[src/rtl/line_pingpong_sched.sv]
// ============================================================================
// Module   : line_pingpong_sched
// Purpose  : Schedules per-line capture into a two-bank (ping-pong) CIS line
//            RAM. It triggers line writes into a free bank, hands completed
//            banks to the reader in fill order, counts committed and dropped
//            lines per frame, and flags write timeouts and syncs that arrive
//            mid-write.
// Revision : 1.0 - initial release
// ============================================================================
`default_nettype none

module line_pingpong_sched #(
   parameter int               TMO_W   = 20,
   parameter logic [TMO_W-1:0] TMO_MAX = 20'hFFFFF
) (
   input  logic        clk,
   input  logic        rst_n,
   input  logic        scan_en,
   input  logic [15:0] line_total,
   input  logic        line_sync,
   output logic        wr_trigger,
   input  logic        wr_ack,
   output logic        csen,
   output logic        rd_valid,
   output logic        rd_bank,
   input  logic        rd_done,
   output logic [15:0] line_cnt,
   output logic [15:0] drop_cnt,
   output logic        busy,
   output logic        frame_done,
   output logic        err_tmo,
   output logic        err_sync
);

   typedef enum logic [1:0] {
      S_IDLE  = 2'd0,
      S_ARM   = 2'd1,
      S_WRITE = 2'd2,
      S_DRAIN = 2'd3
   } state_t;

   state_t           r_state;
   logic [TMO_W-1:0] r_tmo;
   logic [1:0]       r_full;
   logic             r_wr_trigger;
   logic             r_csen;
   logic             r_rd_valid;
   logic             r_rd_bank;
   logic [15:0]      r_line_cnt;
   logic [15:0]      r_drop_cnt;
   logic             r_busy;
   logic             r_frame_done;
   logic             r_err_tmo;
   logic             r_err_sync;

   logic             w_commit;
   logic             w_rd_clr;
   logic [1:0]       w_full_nxt;
   logic             w_rd_bank_nxt;
   logic [15:0]      w_line_inc;
   logic [15:0]      w_drop_inc;

   // Bank occupancy next state: the reader releases its bank while a
   // completed write claims the other one; both can happen in one cycle.
   always_comb begin
      w_commit   = (r_state == S_WRITE) && wr_ack;
      w_rd_clr   = rd_done && r_rd_valid;
      w_full_nxt = r_full;
      if (w_rd_clr) begin
         w_full_nxt[r_rd_bank] = 1'b0;
      end
      if (w_commit) begin
         w_full_nxt[r_csen] = 1'b1;
      end
      w_rd_bank_nxt = w_rd_clr ? ~r_rd_bank : r_rd_bank;
      w_line_inc    = r_line_cnt + 16'd1;
      w_drop_inc    = (r_drop_cnt == 16'hFFFF) ? r_drop_cnt : (r_drop_cnt + 16'd1);
   end

   // Capture FSM plus reader bookkeeping; every output is a register.
   always_ff @(posedge clk) begin
      if (!rst_n) begin
         r_state      <= S_IDLE;
         r_tmo        <= '0;
         r_full       <= 2'b00;
         r_wr_trigger <= 1'b0;
         r_csen       <= 1'b0;
         r_rd_valid   <= 1'b0;
         r_rd_bank    <= 1'b0;
         r_line_cnt   <= 16'd0;
         r_drop_cnt   <= 16'd0;
         r_busy       <= 1'b0;
         r_frame_done <= 1'b0;
         r_err_tmo    <= 1'b0;
         r_err_sync   <= 1'b0;
      end else begin
         // Reader side runs in every state; rd_valid mirrors the next
         // occupancy of the next read bank so a commit is visible one
         // cycle after wr_ack.
         r_full       <= w_full_nxt;
         r_rd_bank    <= w_rd_bank_nxt;
         r_rd_valid   <= w_full_nxt[w_rd_bank_nxt];
         r_wr_trigger <= 1'b0;
         r_frame_done <= 1'b0;

         case (r_state)
            S_IDLE: begin
               if (scan_en) begin
                  r_state    <= S_ARM;
                  r_busy     <= 1'b1;
                  r_line_cnt <= 16'd0;
                  r_drop_cnt <= 16'd0;
                  r_err_tmo  <= 1'b0;
                  r_err_sync <= 1'b0;
               end
            end

            S_ARM: begin
               if (!scan_en) begin
                  r_state <= S_IDLE;
                  r_busy  <= 1'b0;
               end else if (line_sync) begin
                  if (!r_full[r_csen]) begin
                     r_wr_trigger <= 1'b1;
                     r_tmo        <= '0;
                     r_state      <= S_WRITE;
                  end else begin
                     // Both banks still owned by the reader: the line is lost.
                     r_drop_cnt <= w_drop_inc;
                  end
               end
            end

            S_WRITE: begin
               if (wr_ack) begin
                  r_csen     <= ~r_csen;
                  r_line_cnt <= w_line_inc;
                  if ((line_total != 16'd0) && (w_line_inc == line_total)) begin
                     r_state <= S_DRAIN;
                  end else if (!scan_en) begin
                     r_state <= S_IDLE;
                     r_busy  <= 1'b0;
                  end else begin
                     r_state <= S_ARM;
                  end
               end else if (r_tmo == TMO_MAX) begin
                  // Abandon the line; the bank stays free and csen is kept.
                  r_err_tmo <= 1'b1;
                  r_state   <= S_ARM;
               end else begin
                  r_tmo <= r_tmo + TMO_W'(1);
               end
               // A sync while a line is still being written cannot be served.
               if (line_sync) begin
                  r_err_sync <= 1'b1;
                  r_drop_cnt <= w_drop_inc;
               end
            end

            S_DRAIN: begin
               if (r_full == 2'b00) begin
                  r_frame_done <= 1'b1;
                  r_state      <= S_IDLE;
                  r_busy       <= 1'b0;
               end
            end

            default: begin
               r_state <= S_IDLE;
               r_busy  <= 1'b0;
            end
         endcase
      end
   end

   assign wr_trigger = r_wr_trigger;
   assign csen       = r_csen;
   assign rd_valid   = r_rd_valid;
   assign rd_bank    = r_rd_bank;
   assign line_cnt   = r_line_cnt;
   assign drop_cnt   = r_drop_cnt;
   assign busy       = r_busy;
   assign frame_done = r_frame_done;
   assign err_tmo    = r_err_tmo;
   assign err_sync   = r_err_sync;

endmodule

`default_nettype wire

[config.mk]
export PLATFORM = sky130hd
export DESIGN_NAME = line_pingpong_sched
export DESIGN_NICKNAME = d
export VERILOG_FILES = /design/src/rtl/line_pingpong_sched.sv
export SDC_FILE = /design/constraint.sdc
export NUM_CORES = 1
export LEC_CHECK = 0
export ABC_AREA = 0
export BUFFER_PORTS_ARGS = -buffer_cell sky130_fd_sc_hd__buf_2
export CORE_ASPECT_RATIO = 1.25
export CORE_UTILIZATION = 56
export DETAILED_ROUTE_END_ITERATION = 6
export MAX_ROUTING_LAYER = met4
export PLACE_DENSITY = 0.85
export SETUP_SLACK_MARGIN = 0.15
export SYNTH_ARGS = -nofsm -noshare
export SYNTH_HDL_FRONTEND = slang
export SYNTH_SLANG_ARGS = --single-unit
[constraint.sdc]
create_clock -name clk -period 3.15 [get_ports clk]
set_input_delay 0.4725 -clock clk [delete_from_list [all_inputs] [get_ports clk]]
set_output_delay 0.4725 -clock clk [all_outputs]
set_load 0.02 [all_outputs]
==> impl_metrics.csv, run 1 <==
group,metric,value,unit
global_routing,grt_antenna_before_repair,0,
clock_network,cts-hold-fix-buffers,0,
timing,rsz0062_at_grt,"false",
die,dieArea,0.00687,mm^2
global_routing,grt_pass1_vias,3360,
synth,synth-edff-count,0,
worst_setup_path,path_delay_family,"simple AND/OR/NAND/NOR gates",
clock_network,clk_path_buf_depth,2,
final_layout,nets,547,
clock_network,cts_tree,"done",
routing,first_pass_iters,5,
synth,synthXorXnorAreaFrac,0.120,
routing,wl_met1,3.65,mm
placement,post-place-ws,329,ps
synth,syn-cell-area,0.00366,mm^2
status,status,"finished clean",
synth,postSynthCellCount,454,
final_layout,fin_cells,607,
power_and_ir_drop,pwr-share-seq,0.427,
final_layout,layout-drive-gt1-share,0.201,
power_and_ir_drop,combPwrFrac,0.116,
die,core,0.00625,mm^2
synth,yosys.area_share.simple,0.301,
die,die_h,92.4,um
global_routing,grt_pass1_wl,14.9,mm
power_and_ir_drop,p_sw,0.000500,W
die,start_util,0.586,
routing,top_layer,"met4",
synth,synth.largest_area_cell,"dfxtp_1",
synth,ys.flop_type,"dfxtp_1",
die,rows,32,
worst_hold_path,hp-class,"in -> reg",
timing,final.min_clock_period,2760,ps
synth,synth_top_family_by_area,"simple AND/OR/NAND/NOR gates",
worst_setup_path,path_buf_inv,0,
timing,finalWorstSetupSlack,390,ps
timing,slew_headroom,0.475,
worst_setup_path,crit_chain,"ha_2 -> and3_1 -> nand4_1 -> nand2_1 -> or4b_2 -> a31oi_1 -> and3_2 -> o21ai_2 -> a221oi_1",
placement,place_inst,591,
synth,synth-compound-area-share,0.148,
power_and_ir_drop,ir_worst_vdd,0.401,mV
worst_setup_path,cp_slowest_stage_delay,590,ps
global_routing,grt_remaining_overflow,0,
clock_network,cts_buffers,9,
synth,synth_nets,484,
routing,drt-vias-per-instance,5.84,
global_routing,grt_max_degree,25,
timing,setup_viol_count_final,0,
worst_setup_path,arrival,3010,ps
global_routing,grt_usage,0.284,
synth,synth.area.top_cells,"dfxtp_1 (35%), xor2_1 (7.7%), nor2_1 (6.4%)",
timing,fin_skew,11.3,ps
worst_setup_path,rr_worst_depth,9,
die,die_w,74.3,um
job,cap_violations,0,
timing,setup_tns,0,ps
worst_setup_path,endpoint_kind,"register",
synth,synth_cell_types,63,
clock_network,cts-root-buf,"clkbuf_8",
synth,syn-mean-instance-area,8.07,um^2
synth,synth_common_cells,"dfxtp_1 (64), nor2_1 (62), nand2_1 (48)",
worst_setup_path,path_class,"reg -> reg",
worst_setup_path,cp_max_fo,8,
timing,drv_slew,0,
placement,place.gp.congestion,0.956,
synth,synth_warnings,0,
worst_setup_path,slowest_stage,"or4b_2",
clock_network,insertion_delay,360,ps
synth,synth-seq-cells,64,
routing,routed_wl,8.92,mm
routing,drt_iter0_markers,278,
power_and_ir_drop,p_clk_frac,0.457,
clock_network,clk_pin_slew,70,ps
worst_hold_path,holdPathStages,3,
synth,synthAdderAreaFrac,0.0273,
final_layout,area_growth,17.3,%
routing,routedWlPerCell,14.7,um
timing,worstMarginPinSlew,786,ps
synth,synth.most_common_cell,"dfxtp_1",
synth,seq_area_frac_synth,0.350,
placement,port_buffers,61,
timing,finalHoldViolations,0,
routing,route.detailed.drc,0,
timing,max_freq,362,MHz
clock_network,h-tree-depth,3,
power_and_ir_drop,p_per_area,456,mW/mm^2
power_and_ir_drop,swShare,0.255,
die,io-pin-count,62,
routing,dr_wl_met3,583,um
timing,timing.hold.ws,422,ps
placement,hpwl,6.19,mm
power_and_ir_drop,p_leak,1.70,nW
synth,async_reset_ff_frac,0,
synth,synth_mux_area_frac,0.0167,
worst_setup_path,start_kind,"register",
routing,via_count,3546,
power_and_ir_drop,internal_power,0.00146,W
timing,fin_crit_sh,0.876,
worst_setup_path,required,3400,ps
final_layout,diodes,0,
routing,wl_met2,4.52,mm
clock_network,clock-sinks,64,
worst_setup_path,worst-path-stages,9,
routing,ant_nets,0,
synth,synth_top_area_frac,0.350,
-- per-layer routing --
layer	track usage	vias to the layer above
met5	-	-
met4	0.110	0
met3	0.0642	20
met2	0.473	123
met1	0.328	1667
li1	-	1736
-- registers in the layout (all words and copies together), names as in the netlist --
signal and cells:
busy 1, csen 1, drop_cnt 16, err_sync 1, err_tmo 1, frame_done 1
line_cnt 16, r_full 2, r_state 2, r_tmo 20, rd_bank 1, rd_valid 1
wr_trigger 1
-- metrics by stage --
step / power [W] / area [um^2] / utilization
floorplan: 0.00101 / 3660 / -
global placement: 0.00107 / 4040 / 0.647
detailed placement: 0.00108 / 4040 / 0.647
CTS: 0.00196 / 4290 / 0.687
global route: 0.00202 / 4300 / 0.688
finish: 0.00196 / 4300 / 0.688
-- tightest hold or removal path, stage by stage --
cell and delay (ps):
buf_2 130, a21oi_1 70, nor2_1 70
-- final cells by class --
| class | count | area [um^2] |
|---|---|---|
| clock buffer | 10 | 138 |
| sequential | 64 | 1280 |
| clock inverter | 6 | 115 |
| timing repair buffer | 69 | 365 |
| multi-input combinational | 362 | 2250 |
| fill | 517 | 1950 |
| tap | 85 | 106 |
| inverter | 11 | 41.3 |
-- layout by cell type (no fill, tap or decap), types with 9 or more instances in the layout --
cell       n
a21oi_1   24
and3_1     9
buf_2     61
clkbuf_8  10
dfxtp_1   63
inv_1     11
nand2_1   48
nand3_1   25
nand4_1   16
nor2_1    62
nor3_1     9
o21ai_0   20
xnor2_1   18
xor2_1    32
-- repair_timing --
item                                   in CTS  in global routing
setup endpoints to repair                   0                  2
setup buffers                               0                  0
resized for setup                           0                  2
endpoints found under the hold margin       0                  0
-- path summary, 6_finish.rpt --
check | startpoint | to | slack, ps
worst max-delay path | line_cnt[1]$_SDFFE_PN0P_ | r_state[0]$_SDFFE_PN0P_ | 390
worst min-delay path | line_sync | err_sync$_SDFFE_PN0P_ | 420
worst max register to register | line_cnt[1]$_SDFFE_PN0P_ | r_state[0]$_SDFFE_PN0P_ | 390
worst min register to register | r_tmo[3]$_SDFFE_PN0P_ | r_tmo[3]$_SDFFE_PN0P_ | 500
-- cells by family after synthesis --
logic type,after synthesis
compound gates,79
mux,6
simple gates,219
buf+inv,28
fa+ha+maj,8
flops,64
xor+xnor,50
-- power groups by stage --
stage,combinational (W),sequential (W),clock (W)
detailed placement,0.000222,0.000855,0
global placement,0.000216,0.000855,0
floorplan,0.000143,0.000863,0
finish,0.000226,0.000837,0.000896
global route,0.000246,0.000839,0.000940
CTS,0.000224,0.000837,0.000900
Power figures use the tool's default switching activity.
==> inputs of run 2 (changes only) <==
--- a/config.mk
+++ b/config.mk
@@ -7,6 +7,6 @@
 export LEC_CHECK = 0
-export ABC_AREA = 0
+export ABC_AREA = 1
 export BUFFER_PORTS_ARGS = -buffer_cell sky130_fd_sc_hd__buf_2
 export CORE_ASPECT_RATIO = 1.25
-export CORE_UTILIZATION = 56
+export CORE_UTILIZATION = 57
 export DETAILED_ROUTE_END_ITERATION = 6
==> constraint.sdc (replaced) <==
create_clock -name clk -period 3.15 [get_ports clk]
set_input_delay 0.945 -clock clk [delete_from_list [all_inputs] [get_ports clk]]
set_output_delay 0.945 -clock clk [all_outputs]
set_load 0.02 [all_outputs]
==> run 2 against run 1 <==
- utilization is 0.73 points higher
- global-route usage grew 1.1 points
- hold slack improved by 40 ps
- largest cell class unchanged
- clock skew down 1.8 ps
- combinational power grew 7%
==> impl_metrics.csv, run 2 <==
group,metric,value,unit
die,core,0.00633,mm^2
clock_network,post_cts_buffers,0,
worst_setup_path,start_kind,"register",
routing,first_pass_iters,5,
synth,ys.flop_type,"dfxtp_1",
die,rows,32,
clock_network,cts_buffers,9,
clock_network,clk_pin_slew,70,ps
timing,rsz0062_at_grt,"false",
synth,synth.area.top_cells,"dfxtp_1 (34%), nand2_1 (15%), nand3_1 (8.2%)",
synth,syn-mean-instance-area,6.57,um^2
synth,synth.most_common_cell,"nand2_1",
timing,setup_viol_count_final,0,
die,die_w,75.1,um
synth,synth_top_area_frac,0.337,
worst_setup_path,endpoint_kind,"register",
synth,async_reset_ff_frac,0,
clock_network,clock-sinks,64,
timing,fin_crit_sh,0.771,
worst_hold_path,hp-class,"reg -> reg",
die,die_h,93.3,um
die,dieArea,0.00701,mm^2
final_layout,nets,677,
synth,seq_area_frac_synth,0.337,
routing,drt-vias-per-instance,5.44,
global_routing,grt_pass1_wl,15.7,mm
final_layout,layout-drive-gt1-share,0.184,
routing,routedWlPerCell,12.3,um
global_routing,grt_pass1_vias,3763,
final_layout,fin_area,0.00440,mm^2
power_and_ir_drop,p_leak,1.96,nW
global_routing,grt_antenna_before_repair,0,
timing,slew_headroom,0.236,
synth,syn-cell-area,0.00380,mm^2
final_layout,diodes,0,
placement,placed_cell_area,0.00420,mm^2
worst_hold_path,holdPathStages,2,
placement,hpwl,6.88,mm
synth,synth.largest_area_cell,"dfxtp_1",
worst_setup_path,path_class,"reg -> reg",
clock_network,h-tree-depth,3,
global_routing,grt_usage,0.295,
synth,postSynthCellCount,579,
synth,synth_nets,609,
global_routing,grt_max_degree,17,
clock_network,clk_path_buf_depth,2,
job,cap_violations,0,
worst_setup_path,cp_slowest_stage_delay,420,ps
status,status,"finished clean",
global_routing,grt_remaining_overflow,0,
die,start_util,0.601,
clock_network,cts-hold-fix-buffers,0,
placement,port_buffers,61,
worst_setup_path,rr_worst_depth,12,
die,io-pin-count,62,
routing,drt_iter0_markers,220,
worst_setup_path,slowest_stage,"dfxtp_1",
timing,setup_tns,0,ps
worst_setup_path,cpMostUsedCell,"nand2_1",
clock_network,cts-root-buf,"clkbuf_8",
final_layout,top_register,"r_tmo",
final_layout,final_common_cell,"nand2_1",
synth,synth-edff-count,0,
power_and_ir_drop,p_per_area,408,mW/mm^2
timing,max_freq,412,MHz
synth,synth_cell_types,42,
routing,route.detailed.drc,0,
power_and_ir_drop,fin_total_pwr,0.00180,W
routing,ant_nets,0,
worst_setup_path,cp_max_fo,6,
worst_setup_path,required,3400,ps
timing,worstMarginPinSlew,1140,ps
final_layout,area_growth,15.6,%
clock_network,insertion_delay,350,ps
final_layout,largest_reg_flops,20,
routing,routed_wl,9.10,mm
worst_setup_path,crit_chain,"inv_1 -> ha_1 -> nand2_1 -> nand2_1 -> nor3_2 -> nand2_1 -> nand2_1 -> nand4_1 -> nor2_2 -> nand2_1 -> o21ai_1 -> nor2_1",
synth,synth-seq-cells,64,
routing,via_count,4008,
final_layout,layout_common_cells,"nand2_1 (148), inv_1 (67), dfxtp_1 (64), nand3_1 (62), buf_2 (61)",
synth,synth_common_cells,"nand2_1 (148), inv_1 (67), dfxtp_1 (64)",
timing,drv_slew,0,
power_and_ir_drop,ir_worst_vdd,0.416,mV
timing,fin_skew,9.51,ps
clock_network,post_cts_resized,0,
placement,place.gp.congestion,0.965,
worst_setup_path,arrival,2670,ps
synth,synth_warnings,0,
timing,finalHoldViolations,0,
timing,final.min_clock_period,2430,ps
clock_network,cts_tree,"done",
-- run 2: cell type report --
cell class              instances  area (um^2)
fillers                       582         1930
flip-flops and latches         64         1280
repair buffers                 63          320
multi-input cells             432         2200
clock buffers                  11          141
well taps                      85          106
inverters                      77          289
clock inverters                 5         56.3
-- run 2: logic make-up after synthesis --
logic type / after synthesis / share of synthesized area
DFF: 64 / 0.337
buffers and inverters: 83 / 0.0842
xor gates and xnor gates: 9 / 0.0283
and+or+nand+nor: 325 / 0.391
adders and majority gates: 8 / 0.0263
AOI/OAI and AO/OA: 90 / 0.133
-- run 2: worst paths after layout --
path,from,to,slack [ps]
max reg2reg,r_state[0]$_SDFFE_PN0P_,r_tmo[18]$_SDFFE_PN0P_,720
max,r_state[0]$_SDFFE_PN0P_,r_tmo[18]$_SDFFE_PN0P_,720
min reg2reg,err_sync$_SDFFE_PN0P_,err_sync$_SDFFE_PN0P_,460
min,err_sync$_SDFFE_PN0P_,err_sync$_SDFFE_PN0P_,460
-- run 2: critical path, delay by kind of cell, from the launching register on --
kind,cells,cell delay [ps]
compound gates,1,130
flops,1,420
fa+ha+maj,1,300
buf+inv,1,90
simple gates,9,1400
-- run 2: routing by layer --
layer | track usage | vias up | wire (um)
li1 | - | 2030 | -
met1 | 0.351 | 1841 | 4100
met2 | 0.478 | 115 | 4340
met3 | 0.0399 | 22 | 432
met4 | 0.156 | 0 | 216
met5 | - | - | 0
-- run 2: stage by stage --
stage | util | hold slack, ps | std cells | setup WS [ps]
floorplan | - | 433 | 579 | 978
global placement | 0.664 | 439 | 721 | 624
detailed placement | 0.664 | 450 | 721 | 537
CTS | 0.695 | 461 | 737 | 750
global route | 0.695 | 485 | 737 | 513
finish | 0.695 | 461 | 737 | 722
-- run 2: power by group --
part | internal (W) | switching (W) | total, W
Clock | 0.000386 | 0.000329 | 0.000714
Sequential | 0.000824 | 0.0000156 | 0.000840
Combinational | 0.0000809 | 0.000161 | 0.000241
==> inputs of run 3 (changes only) <==
- ABC_AREA: 1 -> 0
- CORE_UTILIZATION: 57 -> 51
- PLACE_DENSITY: 0.85 -> 0.81
- clock period: 3.15 -> 2 ns (I/O delays scaled with it)
==> run 3 against run 2 <==
- the run now ends with setup timing left
- clock skew down 1.7 ps
- global-route usage is 1.9 points higher
- count of clock-buffer cells in the layout is 3 higher
- total power grew 79%
- maximum frequency rose by 0.47%
- non-clock buffer count grew 130
- critical path depth decreased by 2
- register-to-register slack lost 1100 ps
- utilization is 13 points higher
- cell count fell by 0.27%
- sequential share of layout area fell by 6.4 points
- combinational power increased by 150%
- largest cell class unchanged
- largest power group unchanged
==> impl_metrics.csv, run 3 (synthesis results as in run 1) <==
group,metric,value,unit
worst_setup_path,cpMostUsedCell,"buf_6",
worst_setup_path,start_kind,"register",
clock_network,clk_path_buf_depth,2,
timing,max_freq,414,MHz
power_and_ir_drop,p_leak,2.53,nW
final_layout,area_growth,56.6,%
worst_setup_path,rr_worst_depth,10,
routing,route.detailed.drc,0,
die,dieArea,0.00753,mm^2
final_layout,fin_area,0.00574,mm^2
status,violations,"setup timing",
timing,finalHoldViolations,0,
timing,rsz0062_at_grt,"true",
global_routing,grt_pass1_wl,18.6,mm
power_and_ir_drop,ir_worst_vdd,0.631,mV
final_layout,layout-drive-gt1-share,0.471,
routing,first_pass_iters,5,
worst_hold_path,holdCritStartpoint,"r_tmo[3]$_SDFFE_PN0P_",
timing,fin_skew,7.78,ps
final_layout,largest_reg_flops,20,
worst_setup_path,r2r_start,"r_state[1]$_SDFFE_PN0P_",
clock_network,cts-root-buf,"clkbuf_8",
final_layout,diodes,0,
global_routing,grt_pass1_vias,4137,
clock_network,clk_pin_slew,70,ps
final_layout,fin_cells,735,
worst_setup_path,arrival,2720,ps
status,status,"finished with violations",
die,die_w,77.8,um
placement,port_buffers,61,
clock_network,insertion_delay,360,ps
clock_network,cts-hold-fix-buffers,0,
die,core,0.00693,mm^2
timing,setup_viol_count_final,22,
placement,hpwl,7.16,mm
routing,drt_iter0_markers,427,
global_routing,grt_usage,0.315,
worst_setup_path,path_class,"reg -> reg",
clock_network,clock-sinks,64,
worst_hold_path,hp-class,"reg -> reg",
timing,worstMarginPinSlew,669,ps
die,start_util,0.528,
power_and_ir_drop,p_per_area,561,mW/mm^2
worst_setup_path,cp_max_fo,4,
routing,drt-vias-per-instance,6.17,
worst_hold_path,holdPathStages,2,
timing,fin_crit_sh,1.21,
routing,ant_nets,0,
die,io-pin-count,62,
worst_setup_path,reg2reg_slack,-420,ps
worst_setup_path,regToRegEndpoint,"drop_cnt[14]$_SDFFE_PN0P_",
worst_setup_path,endpoint_kind,"register",
die,die_h,96.7,um
routing,routedWlPerCell,19.8,um
timing,finalWorstSetupSlack,-416,ps
worst_setup_path,cp_slowest_stage_delay,460,ps
worst_setup_path,crit_chain,"buf_6 -> ha_4 -> o21ba_2 -> a2111o_1 -> a41oi_4 -> buf_4 -> buf_6 -> nand2_2 -> or3_4 -> a21oi_2",
global_routing,grt_antenna_before_repair,0,
worst_setup_path,required,2300,ps
routing,via_count,4538,
final_layout,top_register,"r_tmo",
timing,slew_headroom,0.549,
worst_setup_path,slowest_stage,"a2111o_1",
placement,place.gp.congestion,0.883,
die,rows,34,
routing,routed_wl,14.5,mm
clock_network,cts_tree,"done",
final_layout,final_common_cell,"buf_4",
job,cap_violations,0,
timing,final.min_clock_period,2420,ps
final_layout,nets,671,
worst_hold_path,hold_path_end,"r_tmo[3]$_SDFFE_PN0P_",
placement,placed_cell_area,0.00477,mm^2
timing,drv_slew,0,
power_and_ir_drop,fin_total_pwr,0.00322,W
global_routing,grt_max_degree,24,
clock_network,h-tree-depth,3,
global_routing,grt_remaining_overflow,0,
placement,place_inst,683,
final_layout,layout_common_cells,"buf_4 (110), nor2_1 (62), buf_2 (62), dfxtp_1 (52), nand2_1 (37)",
clock_network,cts_buffers,9,
run 3: per-stage QoR:
step | worst slack, ps | TNS (ps) | hold slack, ps | utilization
after floorplan | -432 | -4080 | 451 | -
after global placement | -335 | -3060 | 454 | 0.688
after detailed placement | -409 | -3600 | 459 | 0.688
after CTS | -307 | -2750 | 488 | 0.765
after global routing | -467 | -8300 | 546 | 0.827
final | -416 | -6970 | 516 | 0.827
run 3: what timing repair did:
item / 4_1_cts / 5_1_grt
setup endpoints to repair: 40 / 52
hold endpoints to repair: 0 / 0
setup buffers: 18 / 16
pin swaps: 15 / 33
cloned: 0 / 3
gates resized for setup: 40 / 72
run 3: how the worst max path moves through the flow:
stage,to,slack [ps],startpoint,depth (start not counted)
floorplan,drop_cnt[9]$_SDFFE_PN0P_,-430,scan_en,9
global placement,r_state[1]$_SDFFE_PN0P_,-340,line_total[4],8
detailed placement,r_state[1]$_SDFFE_PN0P_,-410,line_total[4],8
CTS,r_state[1]$_SDFFE_PN0P_,-310,line_cnt[1]$_SDFFE_PN0P_,9
global route,r_state[1]$_SDFFE_PN0P_,-470,line_cnt[1]$_SDFFE_PN0P_,9
finish,drop_cnt[14]$_SDFFE_PN0P_,-420,r_state[1]$_SDFFE_PN0P_,10
run 3: power breakdown:
part	leakage, nW	internal [W]	switching [W]
combinational	1.88	0.000267	0.000326
sequential	0.523	0.00129	0.0000268
clock	0.120	0.000781	0.000523
run 3: final cells by class:
cell class              instances  area [um^2]
clock inverters                 1         30.0
inverters                      11         43.8
well taps                      90          113
repair buffers                193         1390
fillers                       389         1200
flip-flops and latches         64         1300
multi-input cells             362         2650
clock buffers                  14          204
run 3: worst max-delay path, delay by kind of cell, from the launching register on:
| family | cells | cell delay [ps] |
|---|---|---|
| AOI/OAI and AO/OA | 4 | 1020 |
| buffers and inverters | 3 | 380 |
| and+or+nand+nor | 2 | 450 |
| DFF | 1 | 340 |
| adders and majority gates | 1 | 150 |
run 3: metal layers:
metal  vias to the layer above  global-route usage  share of wire
met5                         -                   -              0
li1                       1992                   -              -
met3                        80              0.0594          0.066
met4                         0               0.135          0.053
met1                      2175               0.334           0.37
met2                       291               0.560           0.51
